File: src/rtl/dither_pkg.sv
//------------------------------------------------------------------------------
// Module   : dither_pkg
// Purpose  : Shared definitions for the dither scan controller and the pixel
//            datapath: FSM state encoding, image size defaults, width helpers.
// Revision : 1.0 - initial release
//------------------------------------------------------------------------------
`default_nettype none

package dither_pkg;

    // Default image geometry
    localparam int c_IMAGEX_DEFAULT = 64;
    localparam int c_IMAGEY_DEFAULT = 64;

    // Coordinate widths; a degenerate single-row/column image still gets a
    // one-bit counter so no vector collapses to zero width.
    function automatic int clog2_min1(input int n);
        return (n > 1) ? $clog2(n) : 1;
    endfunction

    localparam int c_XW_DEFAULT = clog2_min1(c_IMAGEX_DEFAULT);
    localparam int c_YW_DEFAULT = clog2_min1(c_IMAGEY_DEFAULT);
    localparam int c_AW_DEFAULT = clog2_min1(c_IMAGEX_DEFAULT * c_IMAGEY_DEFAULT);

    // Scan controller FSM states
    typedef enum logic [2:0] {
        S_IDLE    = 3'd0,
        S_ISSUE   = 3'd1,
        S_WAIT    = 3'd2,
        S_WRITE   = 3'd3,
        S_ADVANCE = 3'd4,
        S_FINISH  = 3'd5
    } state_t;

endpackage

`default_nettype wire

File: src/rtl/raster_addr_gen.sv
//------------------------------------------------------------------------------
// Module   : raster_addr_gen
// Purpose  : Raster x/y/linear-address counters with row wrap and scan
//            direction. The linear address is maintained incrementally
//            (+1, -1 or +IMAGEX at a serpentine row turn), never multiplied.
// Config   : DITHER_SERPENTINE_EN - odd rows scan right-to-left.
// Revision : 1.0 - initial release
//------------------------------------------------------------------------------
`default_nettype none

module raster_addr_gen
    import dither_pkg::*;
#(
    parameter int IMAGEX = c_IMAGEX_DEFAULT,
    parameter int IMAGEY = c_IMAGEY_DEFAULT,
    parameter int XW     = clog2_min1(IMAGEX),
    parameter int YW     = clog2_min1(IMAGEY),
    parameter int AW     = clog2_min1(IMAGEX * IMAGEY)
)(
    input  logic          clk,
    input  logic          rst,      // asynchronous, active-low
    input  logic          i_load,   // restart at pixel (0,0)
    input  logic          i_step,   // move to the next pixel in scan order
    output logic [XW-1:0] o_x,
    output logic [YW-1:0] o_y,
    output logic [AW-1:0] o_addr,
    output logic          o_dir,
    output logic          o_last    // current pixel is the last of the frame
);

    localparam logic [XW-1:0] c_X_LAST = XW'(IMAGEX - 1);
    localparam logic [YW-1:0] c_Y_LAST = YW'(IMAGEY - 1);

    logic [XW-1:0] r_x;
    logic [YW-1:0] r_y;
    logic [AW-1:0] r_addr;
    logic          w_row_end;

`ifdef DITHER_SERPENTINE_EN
    // Row turn: (IMAGEX-1,y) -> (IMAGEX-1,y+1) and (0,y) -> (0,y+1) both
    // move the linear address by exactly one row.
    localparam logic [AW-1:0] c_ROW = AW'(IMAGEX);

    logic r_dir;

    assign w_row_end = r_dir ? (r_x == '0) : (r_x == c_X_LAST);

    // Counter update: step along the row, or turn and drop one row
    always_ff @(posedge clk or negedge rst) begin
        if (!rst) begin
            r_x    <= '0;
            r_y    <= '0;
            r_addr <= '0;
            r_dir  <= 1'b0;
        end else if (i_load) begin
            r_x    <= '0;
            r_y    <= '0;
            r_addr <= '0;
            r_dir  <= 1'b0;
        end else if (i_step) begin
            if (w_row_end) begin
                r_y    <= r_y + YW'(1);
                r_addr <= r_addr + c_ROW;
                r_dir  <= ~r_dir;
            end else if (r_dir) begin
                r_x    <= r_x - XW'(1);
                r_addr <= r_addr - AW'(1);
            end else begin
                r_x    <= r_x + XW'(1);
                r_addr <= r_addr + AW'(1);
            end
        end
    end

    assign o_dir = r_dir;
`else
    assign w_row_end = (r_x == c_X_LAST);

    // Counter update: row-major order, so the address always advances by one
    always_ff @(posedge clk or negedge rst) begin
        if (!rst) begin
            r_x    <= '0;
            r_y    <= '0;
            r_addr <= '0;
        end else if (i_load) begin
            r_x    <= '0;
            r_y    <= '0;
            r_addr <= '0;
        end else if (i_step) begin
            r_addr <= r_addr + AW'(1);
            if (w_row_end) begin
                r_x <= '0;
                r_y <= r_y + YW'(1);
            end else begin
                r_x <= r_x + XW'(1);
            end
        end
    end

    assign o_dir = 1'b0;
`endif

    assign o_x    = r_x;
    assign o_y    = r_y;
    assign o_addr = r_addr;
    assign o_last = w_row_end && (r_y == c_Y_LAST);

endmodule

`default_nettype wire

File: src/rtl/dither_scan_controller.sv
//------------------------------------------------------------------------------
// Module   : dither_scan_controller
// Purpose  : Frame scan sequencer for an error-diffusion dither datapath.
//            Per pixel: ISSUE (pu_start) -> WAIT (pu_done) -> WRITE
//            (out_valid/out_ready) -> ADVANCE (step, abort check).
// Config   : DITHER_SERPENTINE_EN - serpentine scan (odd rows right-to-left).
// Revision : 1.0 - initial release
//------------------------------------------------------------------------------
`default_nettype none

module dither_scan_controller
    import dither_pkg::*;
#(
    parameter int IMAGEX = c_IMAGEX_DEFAULT,
    parameter int IMAGEY = c_IMAGEY_DEFAULT,
    parameter int XW     = clog2_min1(IMAGEX),
    parameter int YW     = clog2_min1(IMAGEY),
    parameter int AW     = clog2_min1(IMAGEX * IMAGEY)
)(
    input  logic          clk,
    input  logic          rst,        // asynchronous, active-low
    input  logic          start,
    input  logic          abort,
    output logic          pu_start,
    input  logic          pu_done,
    output logic [XW-1:0] pix_x,
    output logic [YW-1:0] pix_y,
    output logic [AW-1:0] pix_addr,
    output logic          scan_dir,
    output logic          out_valid,
    input  logic          out_ready,
    output logic          busy,
    output logic          done,
    output logic          aborted
);

    state_t r_state;
    state_t w_next;
    logic   r_aborted;
    logic   w_load;
    logic   w_step;
    logic   w_abort_go;
    logic   w_last;

    raster_addr_gen #(
        .IMAGEX (IMAGEX),
        .IMAGEY (IMAGEY),
        .XW     (XW),
        .YW     (YW),
        .AW     (AW)
    ) u_addr (
        .clk    (clk),
        .rst    (rst),
        .i_load (w_load),
        .i_step (w_step),
        .o_x    (pix_x),
        .o_y    (pix_y),
        .o_addr (pix_addr),
        .o_dir  (scan_dir),
        .o_last (w_last)
    );

    // State register and the registered abort-completion pulse
    always_ff @(posedge clk or negedge rst) begin
        if (!rst) begin
            r_state   <= S_IDLE;
            r_aborted <= 1'b0;
        end else begin
            r_state   <= w_next;
            r_aborted <= w_abort_go;
        end
    end

    // Next-state logic; abort is only honoured between pixels so an
    // in-flight pixel always reaches its write, and it beats the last-pixel exit
    always_comb begin
        w_next     = r_state;
        w_load     = 1'b0;
        w_step     = 1'b0;
        w_abort_go = 1'b0;
        unique case (r_state)
            S_IDLE: begin
                if (start) begin
                    w_next = S_ISSUE;
                    w_load = 1'b1;
                end
            end
            S_ISSUE: begin
                w_next = S_WAIT;
            end
            S_WAIT: begin
                if (pu_done) begin
                    w_next = S_WRITE;
                end
            end
            S_WRITE: begin
                if (out_ready) begin
                    w_next = S_ADVANCE;
                end
            end
            S_ADVANCE: begin
                if (abort) begin
                    w_next     = S_IDLE;
                    w_abort_go = 1'b1;
                end else if (w_last) begin
                    w_next = S_FINISH;
                end else begin
                    w_next = S_ISSUE;
                    w_step = 1'b1;
                end
            end
            S_FINISH: begin
                w_next = S_IDLE;
            end
            default: begin
                w_next = S_IDLE;
            end
        endcase
    end

    // Moore outputs decoded straight from the state register
    assign pu_start  = (r_state == S_ISSUE);
    assign out_valid = (r_state == S_WRITE);
    assign done      = (r_state == S_FINISH);
    assign busy      = (r_state == S_ISSUE) || (r_state == S_WAIT) ||
                       (r_state == S_WRITE) || (r_state == S_ADVANCE);
    assign aborted   = r_aborted;

endmodule

`default_nettype wire
File: config.mk
export PLATFORM = sky130hd
export DESIGN_NAME = dither_scan_controller
export DESIGN_NICKNAME = d
export VERILOG_FILES = /design/src/rtl/dither_pkg.sv /design/src/rtl/raster_addr_gen.sv /design/src/rtl/dither_scan_controller.sv
export SDC_FILE = /design/constraint.sdc
export NUM_CORES = 1
export LEC_CHECK = 0
export BUFFER_PORTS_ARGS = -buffer_cell sky130_fd_sc_hd__buf_4
export CAP_MARGIN = 20
export CORE_ASPECT_RATIO = 0.6
export CORE_MARGIN = 1
export CORE_UTILIZATION = 52
export CTS_CLUSTER_SIZE = 16
export DETAILED_ROUTE_END_ITERATION = 12
export PLACE_DENSITY = 0.83
export SLEW_MARGIN = 20
export SYNTH_ARGS = -nofsm -noshare
export SYNTH_HDL_FRONTEND = slang
export SYNTH_HIERARCHICAL = 1
export SYNTH_SLANG_ARGS = --single-unit
export TNS_END_PERCENT = 5
File: constraint.sdc
create_clock -name clk -period 2.9 [get_ports clk]
set_input_delay 0.435 -clock clk [delete_from_list [all_inputs] [get_ports clk]]
set_output_delay 0.435 -clock clk [all_outputs]
set_load 0.02 [all_outputs]
==> out/summary.log <==
qor: timing.hold_slack 0.0528 ns
qor: placement.dpl-instance-area 1750 um2
qor: power_and_ir_drop.irDropWorstVdd 0.440 mV
qor: flow_run.drv.max_cap_violation_count 0
qor: floorplanning.placement_rows 14
qor: clock_tree.cts.sinks 28
qor: floorplanning.die_w 71.1 um
qor: worst_setup_path.criticalPathCategory register to register
qor: timing.fin_setup_tns 0 ns
qor: logic_synthesis.synth-edff-count 0
qor: timing.finalMaxSlewViolations 0
qor: cells_and_area.final_cell_area 1810 um2
qor: drt.drtIter0Drc 84
qor: drt.wl 3590 um
qor: global_route.grt_pass1_vias 1212
qor: drt.routedWlPerCell 16.9 um
qor: power_and_ir_drop.p_total 1.01 mW
qor: drt.route.detailed.drc 2
qor: worst_setup_path.timing.critical_path.from r_state[2]$_DFFE_PN0P_
qor: cells_and_area.final_layout_size_suffix_gt1_share 25.6%
qor: logic_synthesis.synth_ff_type sky130_fd_sc_hd__dfrtp_1
qor: placement.port-buffer-count 34
qor: logic_synthesis.ys.warnings.count 6
qor: placement.gp_congestion 0.812
qor: clock_tree.tritoncts_clock_tree done
qor: logic_synthesis.yosysTopAreaCellShare 47.1%
qor: drt.avgViaCountPerCell 6.22
qor: global_route.grt.overflow.total 0
qor: power_and_ir_drop.switching_power 0.345 mW
qor: logic_synthesis.ys_async_sr_fraction 100%
qor: timing.timing.fmax 413 MHz
qor: power_and_ir_drop.cellPowerDensity 559 nW/um2
qor: power_and_ir_drop.p_int 0.664 mW
qor: placement.preCtsSetupSlack 0.460 ns
qor: clock_tree.cts_max_path_buffers 2
qor: outcome.outcome finished with violations
qor: cells_and_area.sequential_cell_area 701 um2
qor: worst_setup_path.reg2reg_to u_addr/o_addr[11]$_DFFE_PN0P_
qor: worst_setup_path.timing.critical_path.to u_addr/o_addr[11]$_DFFE_PN0P_
qor: logic_synthesis.synthesis.nets 157
qor: drt.drt_antenna_net_count 0
qor: worst_setup_path.cp_data_arrival_time 2.59 ns
qor: timing.fin_crit_sh 83.5%
qor: logic_synthesis.synth_xor_area_share 5.30%
qor: worst_setup_path.cp.required 3.07 ns
qor: logic_synthesis.share_of_the_synthesized_area_in_compound_gates_ao_oa_aoi_oai 14.3%
qor: floorplanning.io_pins 36
qor: cells_and_area.finalNetCount 190
qor: floorplanning.core-area 2610 um2
qor: floorplanning.floorplan_die_area 3090 um2
qor: worst_setup_path.timing.reg2reg.worst_path_depth 5
qor: cells_and_area.antenna-diode-count 0
qor: worst_setup_path.r2r_setup_slack 0.48 ns
qor: clock_tree.clock_buffers_created_by_tritoncts 3
qor: timing.endpoints_failing_setup 0
qor: logic_synthesis.yosysSeqAreaShare 47.1%
qor: worst_setup_path.setup.worst_path.end_class register
qor: cells_and_area.multi_input_area 711 um2
qor: global_route.antenna_violations_before_repair 0
qor: worst_setup_path.path_max_fanout 11
qor: clock_tree.postCtsSetupRepairBufs 0
qor: clock_tree.cts_max_level 1
qor: floorplanning.fp.dieH 43.4 um
qor: power_and_ir_drop.seq_power_share 48.5%
qor: logic_synthesis.yosysTopAreaCell sky130_fd_sc_hd__dfrtp_1
qor: logic_synthesis.dominant_combinational_cell_family_by_area_after_synthesis simple AND/OR/NAND/NOR gates
qor: clock_tree.root_buffer sky130_fd_sc_hd__clkbuf_8
qor: global_route.grt_usage 25.3%
qor: logic_synthesis.post_synthesis_cells 148
qor: worst_setup_path.worst_r2r_startpoint r_state[2]$_DFFE_PN0P_
qor: global_route.pin_count_of_the_biggest_net_entering_global_routing 29
qor: timing.finalCriticalPeriod 2.42 ns
qor: drt.dr.pass1.iters 8
qor: clock_tree.clkTransAtPathRegs 0.09 ns
qor: clock_tree.ctsHoldBuffers 0
qor: timing.setup_repair_after_global_routing_missed_its_margin false
qor: timing.worst_slack 0.478 ns
qor: power_and_ir_drop.switching_share 34.2%
qor: logic_synthesis.synth_seq_cells 28
qor: cells_and_area.final_common_cell sky130_fd_sc_hd__buf_4
qor: placement.place_hpwl 2590 um
qor: worst_setup_path.critical_path.startpoint_type register
qor: logic_synthesis.synth-simple-area-share 22.2%
qor: logic_synthesis.syn_area_per_cell 10.1 um2
qor: clock_tree.clk-insertion-delay-late 0.28 ns
qor: drt.num_vias 1319
qor: floorplanning.initial_util 57.0%
qor: timing.timing.clock.skew 0.00533 ns
qor: power_and_ir_drop.combinationalPowerShare 27.2%
qor: cells_and_area.num-fill-cells 206
qor: logic_synthesis.muxShareOfSynthArea 2.78%
qor: logic_synthesis.synth.area.top_cells sky130_fd_sc_hd__dfrtp_1 (47%), sky130_fd_sc_hd__o31ai_1 (4.5%), sky130_fd_sc_hd__or4_1 (4.5%)
qor: cells_and_area.layout.cells.most_common_list sky130_fd_sc_hd__buf_4 (37), sky130_fd_sc_hd__dfrtp_1 (28), sky130_fd_sc_hd__nor2_1 (13), sky130_fd_sc_hd__a21oi_1 (13)
qor: logic_synthesis.ys_types 38
qor: outcome.failed_checks DRC
qor: global_route.grt_first_pass_wirelength 5890 um
qor: power_and_ir_drop.power.clock.fraction 24.3%
qor: min_path.min-delay-path-class input port to async pin
qor: timing.report.final.hold_viol_count 0
qor: logic_synthesis.syn_std_cell_area 1490 um2
qor: cells_and_area.flow.area_growth_from_synthesis 21.4%
qor: clock_tree.post_cts_resized 0
qor: power_and_ir_drop.cellLeakagePower 0.827 nW
qor: logic_synthesis.post_synth_fa_ha_maj_area_fraction 2.52%
-- per-layer routing --
metal / global-route usage, % / part of all wire, % / vias to the layer above
met5: 0 / 0 / -
met4: 7.60 / 1.3 / 0
met3: 5.58 / 5.3 / 4
met2: 42.1 / 48 / 50
met1: 33.9 / 45 / 654
li1: - / - / 611
-- worst min-delay path by stage --
stage	slack, ns	cells past startpoint	start	end
after floorplan	0.14	0	rst	aborted$_DFF_PN0_
after global placement	0.37	1	rst	u_addr/o_addr[5]$_DFFE_PN0P_
after detailed placement	0.37	1	rst	u_addr/o_addr[5]$_DFFE_PN0P_
after CTS	0.06	1	rst	u_addr/o_addr[5]$_DFFE_PN0P_
after global routing	0.07	1	rst	u_addr/o_addr[5]$_DFFE_PN0P_
final	0.05	1	rst	u_addr/o_addr[5]$_DFFE_PN0P_
-- critical path, stage by stage, from the launching register on --
cell,delay (ns)
sky130_fd_sc_hd__dfrtp_1,0.53
sky130_fd_sc_hd__or4b_4,0.53
sky130_fd_sc_hd__nor2_1,0.28
sky130_fd_sc_hd__o211ai_2,0.25
sky130_fd_sc_hd__nor4_1,0.36
sky130_fd_sc_hd__mux2_1,0.36
-- cell usage after synthesis, types with 2 or more instances --
cell type and number:
sky130_fd_sc_hd__xor2_1 6, sky130_fd_sc_hd__o31ai_1 9, sky130_fd_sc_hd__nand3_1 7, sky130_fd_sc_hd__and3_1 2, sky130_fd_sc_hd__xnor2_1 3, sky130_fd_sc_hd__dfrtp_1 28, sky130_fd_sc_hd__nand2_1 4, sky130_fd_sc_hd__or3_1 4
sky130_fd_sc_hd__a21oi_1 13, sky130_fd_sc_hd__mux2i_1 3, sky130_fd_sc_hd__o21ai_1 2, sky130_fd_sc_hd__buf_6 2, sky130_fd_sc_hd__inv_1 6, sky130_fd_sc_hd__buf_2 3, sky130_fd_sc_hd__nor2_1 13, sky130_fd_sc_hd__buf_4 2
sky130_fd_sc_hd__nand4_1 7, sky130_fd_sc_hd__clkbuf_1 2, sky130_fd_sc_hd__ha_1 3, sky130_fd_sc_hd__nor3_1 2, sky130_fd_sc_hd__or4_1 9, sky130_fd_sc_hd__o21ai_0 2
-- stage by stage --
stage	instances	util, %
floorplan	148	-
global placement	208	67.1
detailed placement	208	67.1
CTS	212	69.2
global route	212	69.2
finish	212	69.2
-- area by class of cell --
type                    count  share of cell area [%]
inverters                   6                    1.25
flip-flops and latches     28                    38.8
well taps                  32                    2.22
multi-input cells         105                    39.3
repair buffers             37                    15.4
clock buffers               4                    3.05
-- power by group through the flow --
stage                     Sequential, mW  Combinational (mW)  Clock (mW)
after floorplan                    0.482               0.188           0
after global placement             0.490               0.264           0
after detailed placement           0.496               0.274           0
after CTS                          0.488               0.276       0.253
after global routing               0.499               0.293       0.263
final                              0.490               0.274       0.245
-- state kept, by name (all words and copies together), names as in the netlist --
signal,count
u_addr/o_addr,12
aborted,1
u_addr/o_x,6
u_addr/o_y,6
r_state,3
-- logic make-up after synthesis --
kind of cell,Yosys count
AOI/OAI and AO/OA,32
xor gates and xnor gates,9
adders and majority gates,3
buffers and inverters,15
DFF,28
muxes,4
other,1
and+or+nand+nor,56
No activity file was read; power rests on OpenSTA's default activity.
